$ cat config.mk
export PLATFORM = sky130hd
export DESIGN_NAME = control_sequencer
export DESIGN_NICKNAME = d
export VERILOG_FILES = /design/src/rtl/ctrl_pkg.sv /design/src/rtl/ctrl_decode.sv /design/src/rtl/control_sequencer.sv
export SDC_FILE = /design/constraint.sdc
export NUM_CORES = 1
export LEC_CHECK = 0
export CAP_MARGIN = 25
export CORE_AREA = 5 5 88 90
export CTS_BUF_LIST = sky130_fd_sc_hd__clkbuf_4 sky130_fd_sc_hd__clkbuf_8 sky130_fd_sc_hd__clkbuf_16
export DETAILED_ROUTE_END_ITERATION = 12
export DIE_AREA = 0 0 93 95
export PLACE_DENSITY = 0.74
export RECOVER_POWER = 25
export SETUP_SLACK_MARGIN = 0.4
export SYNTH_ARGS = -nofsm -noshare
export SYNTH_HDL_FRONTEND = slang
export SYNTH_SLANG_ARGS = --single-unit
$ cat constraint.sdc
create_clock -name clk -period 2 [get_ports clk]
set_input_delay 0.4 -clock clk [delete_from_list [all_inputs] [get_ports clk]]
set_output_delay 0.4 -clock clk [all_outputs]
set_load 0.05 [all_outputs]
$ cat src/rtl/ctrl_pkg.sv
// Shared types and encodings for the multi-cycle control sequencer:
// FSM states, instruction classes, opcode/funct constants, ALU codes, trap causes.
package ctrl_pkg;

  typedef enum logic [2:0] {
    ST_FETCH,
    ST_DECODE,
    ST_EXEC,
    ST_MEM,
    ST_WB,
    ST_TRAP
  } state_t;

  typedef enum logic [2:0] {
    INS_R,
    INS_LD,
    INS_SD,
    INS_BEQ,
    INS_BNE
  } ins_class_t;

  typedef enum logic [1:0] {
    CAUSE_NONE    = 2'b00,
    CAUSE_ILLEGAL = 2'b01,
    CAUSE_IMEM_TO = 2'b10,
    CAUSE_DMEM_TO = 2'b11
  } trap_cause_t;

  localparam logic [6:0] OP_R  = 7'b0110011;
  localparam logic [6:0] OP_LD = 7'b0000011;
  localparam logic [6:0] OP_SD = 7'b0100011;
  localparam logic [6:0] OP_BR = 7'b1100011;

  localparam logic [2:0] F3_ADDSUB = 3'b000;
  localparam logic [2:0] F3_AND    = 3'b111;
  localparam logic [2:0] F3_OR     = 3'b110;
  localparam logic [2:0] F3_DW     = 3'b011;
  localparam logic [2:0] F3_BEQ    = 3'b000;
  localparam logic [2:0] F3_BNE    = 3'b001;

  localparam logic [6:0] F7_ADD = 7'b0000000;
  localparam logic [6:0] F7_SUB = 7'b0100000;

  localparam logic [3:0] ALU_AND = 4'b0000;
  localparam logic [3:0] ALU_OR  = 4'b0001;
  localparam logic [3:0] ALU_ADD = 4'b0010;
  localparam logic [3:0] ALU_SUB = 4'b0110;

endpackage

$ cat src/rtl/ctrl_decode.sv
// Combinational instruction decode: class, ALU function and illegal flag.
// bne is recognised only when CTRL_BNE_EN is defined.
module ctrl_decode
  import ctrl_pkg::*;
(
  input  logic [6:0] opcode,
  input  logic [2:0] funct3,
  input  logic [6:0] funct7,
  output ins_class_t ins_class,
  output logic [3:0] alu_op,
  output logic       illegal
);

  always_comb begin
    // NOTE: every output gets a default before the case so no path leaves a
    // value unassigned, which would otherwise infer a latch.
    ins_class = INS_R;
    alu_op    = ALU_ADD;
    illegal   = 1'b0;
    case (opcode)
      OP_R: begin
        ins_class = INS_R;
        if (funct3 == F3_ADDSUB && funct7 == F7_ADD)      alu_op = ALU_ADD;
        else if (funct3 == F3_ADDSUB && funct7 == F7_SUB) alu_op = ALU_SUB;
        else if (funct3 == F3_AND)                        alu_op = ALU_AND;
        else if (funct3 == F3_OR)                         alu_op = ALU_OR;
        else                                              illegal = 1'b1;
      end
      OP_LD: begin
        ins_class = INS_LD;
        illegal   = (funct3 != F3_DW);
      end
      OP_SD: begin
        ins_class = INS_SD;
        illegal   = (funct3 != F3_DW);
      end
      OP_BR: begin
        alu_op = ALU_SUB;
        if (funct3 == F3_BEQ) ins_class = INS_BEQ;
`ifdef CTRL_BNE_EN
        else if (funct3 == F3_BNE) ins_class = INS_BNE;
`endif
        else illegal = 1'b1;
      end
      default: illegal = 1'b1;
    endcase
  end

endmodule

$ cat src/rtl/control_sequencer.sv
// Multi-cycle Moore control FSM (FETCH/DECODE/EXEC/MEM/WB/TRAP) with memory
// wait timeouts and a retired-instruction counter. Optional: CTRL_BNE_EN.
module control_sequencer
  import ctrl_pkg::*;
#(
  parameter int MEM_TIMEOUT = 16,
  parameter int INSTRET_W   = 32
) (
  input  logic                 clk,
  input  logic                 reset,
  input  logic [31:0]          instruction,
  input  logic                 zero,
  input  logic                 imem_ready,
  input  logic                 dmem_ready,
  output logic                 imem_req,
  output logic                 dmem_req,
  output logic                 dmem_we,
  output logic                 ir_load,
  output logic                 pc_en,
  output logic                 RegWrite,
  output logic                 MemtoReg,
  output logic                 ALUSrc,
  output logic                 PCSrc,
  output logic [3:0]           ALUOp,
  output logic                 halted,
  output logic [1:0]           trap_cause,
  output logic [INSTRET_W-1:0] instret
);

  localparam logic [7:0] WAIT_LAST = 8'(MEM_TIMEOUT - 1);

  state_t               state, state_nxt;
  trap_cause_t          cause_q, cause_nxt;
  ins_class_t           cls_q, dec_class;
  logic [3:0]           alu_op_q, dec_alu_op;
  logic                 dec_illegal;
  logic [7:0]           wait_cnt;
  logic [INSTRET_W-1:0] instret_q;
  logic                 waiting, timeout;
  logic                 unused_fields;

  assign unused_fields = ^{instruction[24:15], instruction[11:7]};

  ctrl_decode u_decode (
    .opcode    (instruction[6:0]),
    .funct3    (instruction[14:12]),
    .funct7    (instruction[31:25]),
    .ins_class (dec_class),
    .alu_op    (dec_alu_op),
    .illegal   (dec_illegal)
  );

  assign waiting = (state == ST_FETCH && !imem_ready) || (state == ST_MEM && !dmem_ready);
  assign timeout = waiting && (wait_cnt == WAIT_LAST);

  // NOTE: sequential state uses non-blocking assignments so every flop samples
  // pre-edge values regardless of statement order.
  always_ff @(posedge clk or posedge reset) begin
    if (reset) begin
      state     <= ST_FETCH;
      cause_q   <= CAUSE_NONE;
      wait_cnt  <= '0;
      instret_q <= '0;
      cls_q     <= INS_R;
      alu_op_q  <= ALU_ADD;
    end else begin
      state   <= state_nxt;
      cause_q <= cause_nxt;
      if (pc_en) instret_q <= instret_q + INSTRET_W'(1);
      if (state_nxt != state) wait_cnt <= '0;
      else if (waiting)       wait_cnt <= wait_cnt + 8'd1;
      if (state == ST_DECODE) begin
        cls_q    <= dec_class;
        alu_op_q <= dec_alu_op;
      end
    end
  end

  always_comb begin
    state_nxt = state;
    cause_nxt = cause_q;
    imem_req  = 1'b0;
    dmem_req  = 1'b0;
    dmem_we   = 1'b0;
    ir_load   = 1'b0;
    pc_en     = 1'b0;
    RegWrite  = 1'b0;
    MemtoReg  = 1'b0;
    ALUSrc    = 1'b0;
    PCSrc     = 1'b0;
    ALUOp     = ALU_AND;
    case (state)
      ST_FETCH: begin
        imem_req = 1'b1;
        if (imem_ready) begin
          ir_load   = 1'b1;
          state_nxt = ST_DECODE;
        end else if (timeout) begin
          state_nxt = ST_TRAP;
          cause_nxt = CAUSE_IMEM_TO;
        end
      end
      ST_DECODE: begin
        if (dec_illegal) begin
          state_nxt = ST_TRAP;
          cause_nxt = CAUSE_ILLEGAL;
        end else begin
          state_nxt = ST_EXEC;
        end
      end
      ST_EXEC: begin
        case (cls_q)
          INS_LD, INS_SD: begin
            ALUSrc    = 1'b1;
            ALUOp     = ALU_ADD;
            state_nxt = ST_MEM;
          end
          INS_BEQ, INS_BNE: begin
            ALUOp     = ALU_SUB;
            PCSrc     = (cls_q == INS_BEQ) ? zero : ~zero;
            pc_en     = 1'b1;
            state_nxt = ST_FETCH;
          end
          default: begin
            ALUOp     = alu_op_q;
            state_nxt = ST_WB;
          end
        endcase
      end
      ST_MEM: begin
        dmem_req = 1'b1;
        dmem_we  = (cls_q == INS_SD);
        ALUSrc   = 1'b1;
        ALUOp    = ALU_ADD;
        if (dmem_ready) begin
          if (cls_q == INS_SD) begin
            pc_en     = 1'b1;
            state_nxt = ST_FETCH;
          end else begin
            state_nxt = ST_WB;
          end
        end else if (timeout) begin
          state_nxt = ST_TRAP;
          cause_nxt = CAUSE_DMEM_TO;
        end
      end
      ST_WB: begin
        RegWrite  = 1'b1;
        MemtoReg  = (cls_q == INS_LD);
        ALUSrc    = (cls_q == INS_LD);
        ALUOp     = (cls_q == INS_LD) ? ALU_ADD : alu_op_q;
        pc_en     = 1'b1;
        state_nxt = ST_FETCH;
      end
      default: ;
    endcase
    // Reset forces every output low immediately, even while the state register is FETCH.
    if (reset) begin
      imem_req = 1'b0;
      dmem_req = 1'b0;
      dmem_we  = 1'b0;
      ir_load  = 1'b0;
      pc_en    = 1'b0;
      RegWrite = 1'b0;
      MemtoReg = 1'b0;
      ALUSrc   = 1'b0;
      PCSrc    = 1'b0;
      ALUOp    = ALU_AND;
    end
  end

  assign halted     = (state == ST_TRAP) && !reset;
  assign trap_cause = cause_q;
  assign instret    = instret_q;

endmodule

==> qor.txt <==
Status -> complete, but fails checks
Failing checks -> negative setup slack
H-tree depth -> 2
Initial antenna violation count -> 0
Row cnt -> 31
Die area -> 8840 um^2
Clk root buf -> clkbuf_8
Multiplexer share of the synthesized area -> 1.49%
Dominant cells by area after synthesis -> dfrtp_1 (44%), xor2_1 (7.9%), nor2_1 (4.8%), xnor2_1 (4.1%), nand3_1 (3.3%)
Area share of fa/ha/maj cells after synthesis -> 2.71%
Fillers -> 410
Final worst-path cycle share -> 109%
Num CTS Buffers -> 5
Global route total overflow -> 0
Port-buffer cells -> 68
Clk slew on worst S/H paths -> 0.10 ns
Die height -> 95 um
Drt via density -> 5.51
F_max -> 461 MHz
Synth Area in XOR/XNOR -> 12.0%
Worst skew pair latency -> 0.32 ns
Gr usage total -> 19.4%
Vias in the first global route -> 2848
Crit path cell chain -> nand2b_4 -> or2_4 -> a21oi_4 -> a21oi_2 -> nor2b_4 -> buf_12
Iter 0 DRT Violations -> 139
Final Wtd Congestion -> 0.840
ANT cells -> 0
Post-synth EDFFs -> 0
Pwr/cell area -> 372 nW/um^2
Synth area leader -> dfrtp_1
Slew HR -> 21.4%
Main combinational cell family by area after synthesis -> simple AND/OR/NAND/NOR gates
Final Setup Violations -> 11
# IOs -> 85
Startpoint types -> register
Ys Warns -> 0
Critical path peak fanout -> 4
Final instance area -> 5150 um^2
Syn_nets -> 337
Syn Std Cell Area -> 2770 um^2
TNS Setup -> -0.861 ns
Die span in x -> 93 um
Register area -> 1290 um^2
Core footprint -> 6980 um^2
Minimum clock period -> 2.17 ns
Mean routed wirelength per cell -> 19.1 um
Most used DFF post-synth -> dfrtp_1
Worst path required time -> 1.60 ns
Area grow syn2layout -> 86.4%
Placed cell area -> 4190 um^2
Post-route non-filler standard cell count -> 516
Yosys cell types -> 51
Initial Util -> 39.6%
Max cap viols -> 0
Nets -> 476
FFs w/ async S/R, synth -> 100%
Vias -> 2843
Largest net degree at the start of global routing -> 22
Worst hold path class -> input pin to async pin
Slew Viols, Final -> 0
Crit path max-delay cell type -> dfrtp_2
Clk buf depth -> 2
CP max stage delay -> 0.47 ns
Seq/Total Area, Yosys -> 45.3%
Synth Area in Compound Gates -> 8.69%
DR DRC count -> 0
Worst Max-Slew Pin Slew -> 1.18 ns
Cell count after synthesis -> 294
Top-count cell post-synth -> dfrtp_1
Fin. Hold Viols -> 0
Leakage power -> 2.22 nW
Worst setup margin -> -0.170 ns
FF+latch count, synth -> 50
Critical path endpoint category -> output pin
Post-Place Worst Slack -> -0.152 ns
Critical Path AT -> 1.77 ns
HPWL Detailed -> 5.46 mm
Placed Cells -> 471
Multi-input combinational cell area -> 2120 um^2
Worst Clk Skew -> 0.00725 ns
Maximum vdd drop -> 0.000334 V
CTS sink count -> 50
WL final -> 9.87 mm
Proportion of layout cells with a drive suffix above 1 -> 57.8%
Drt pass-1 iters -> 4
TritonCTS clock tree -> yes
RSZ-0062 raised after global routing -> true
Synth top area share -> 44.3%
Post-synth top cells -> dfrtp_1 (49), nor2_1 (35), xor2_1 (25)
First-pass GRT wire length -> 13.7 mm
Simple-gate portion of the synthesized area -> 26.7%
Syn_area_per_cell -> 9.41 um^2
Hold-fix buffers, CTS -> 0
Remaining antenna violation count -> 0
Worst Path Class, Setup -> register to output pin
-- sequential cells by signal, summed over array words and instances, names as in the netlist --
signal      flops
instret        32
state           3
wait_cnt        8
alu_op_q        3
cls_q           2
trap_cause      2
-- cells by family after synthesis --
group,after synthesis
adder cells (fa/ha/maj),6
flip-flops,50
AND/OR/NAND/NOR,141
AO/OA/AOI/OAI,34
XOR/XNOR,38
multiplexers,4
buffers and inverters,20
other,1
-- repair_timing --
action | in CTS | in global routing
resized for setup | 165 | 68
pin swaps | 42 | 41
endpoints found under the setup margin | 93 | 66
endpoints found under the hold margin | 0 | 0
setup buffers | 20 | 17
-- final timing paths --
| path | start | end | slack [ns] | cells after the start |
|---|---|---|---|---|
| setup / recovery | state[1] | ALUOp[2] | -0.17 | 6 |
| hold / removal | reset | wait_cnt[1] | 0.30 | 3 |
| setup reg to reg | state[2] | wait_cnt[5] | -0.05 | 9 |
| hold reg to reg | instret[31] | instret[31] | 0.48 | 1 |
| max in group asynchronous | reset | instret[10] | 0.35 | 4 |
| min in group clk | instret[31] | instret[31] | 0.48 | 1 |
-- report_power, final --
group	internal [mW]	switching [mW]
Sequential	1.01	0.00298
Clock	0.376	0.376
Combinational	0.0653	0.0871
-- stage by stage --
stage	util [%]	total power, mW	hold slack (ns)
6_report	73.8	1.92	0.296
5_1_grt	73.8	1.98	0.303
4_1_cts	68.1	1.91	0.223
3_5_place_dp	59.9	1.18	0.456
3_3_place_gp	59.9	1.18	0.459
2_1_floorplan	-	1.08	0.208
-- per-layer routing --
metal | routed length, um | GRT usage [%] | vias to the layer above
met5 | 0 | 0 | -
met4 | 304 | 5.13 | 0
met3 | 460 | 4.54 | 27
met1 | 3760 | 23.8 | 1414
li1 | - | - | 1307
met2 | 5350 | 34.1 | 95
-- worst max-delay path, delay by kind of cell, from the launching register on --
kind            cells  cell delay, ns
flops               1            0.47
buf+inv             1            0.14
compound gates      2            0.26
simple gates        3            0.58
-- area by class of cell --
cell class / instances / area share, %
multi-input cells: 224 / 41.1
repair buffers: 140 / 28.7
flip-flops and latches: 50 / 25.0
well taps: 82 / 1.99
clock buffers: 5 / 1.34
inverters: 12 / 1.12
clock inverters: 3 / 0.850
-- cells in the final DEF (no fill, tap or decap), types with 11 or more instances in the layout --
| cell type | count |
|---|---|
| clkdlybuf4s15_2 | 27 |
| nor2_1 | 15 |
| clkdlybuf4s50_1 | 11 |
| xor2_1 | 25 |
| dfrtp_2 | 27 |
| buf_12 | 15 |
| nand2_1 | 16 |
| dfrtp_1 | 22 |
| nand3_1 | 12 |
| buf_4 | 36 |
| nand4_1 | 13 |
| buf_6 | 29 |
Power figures use the tool's default switching activity.
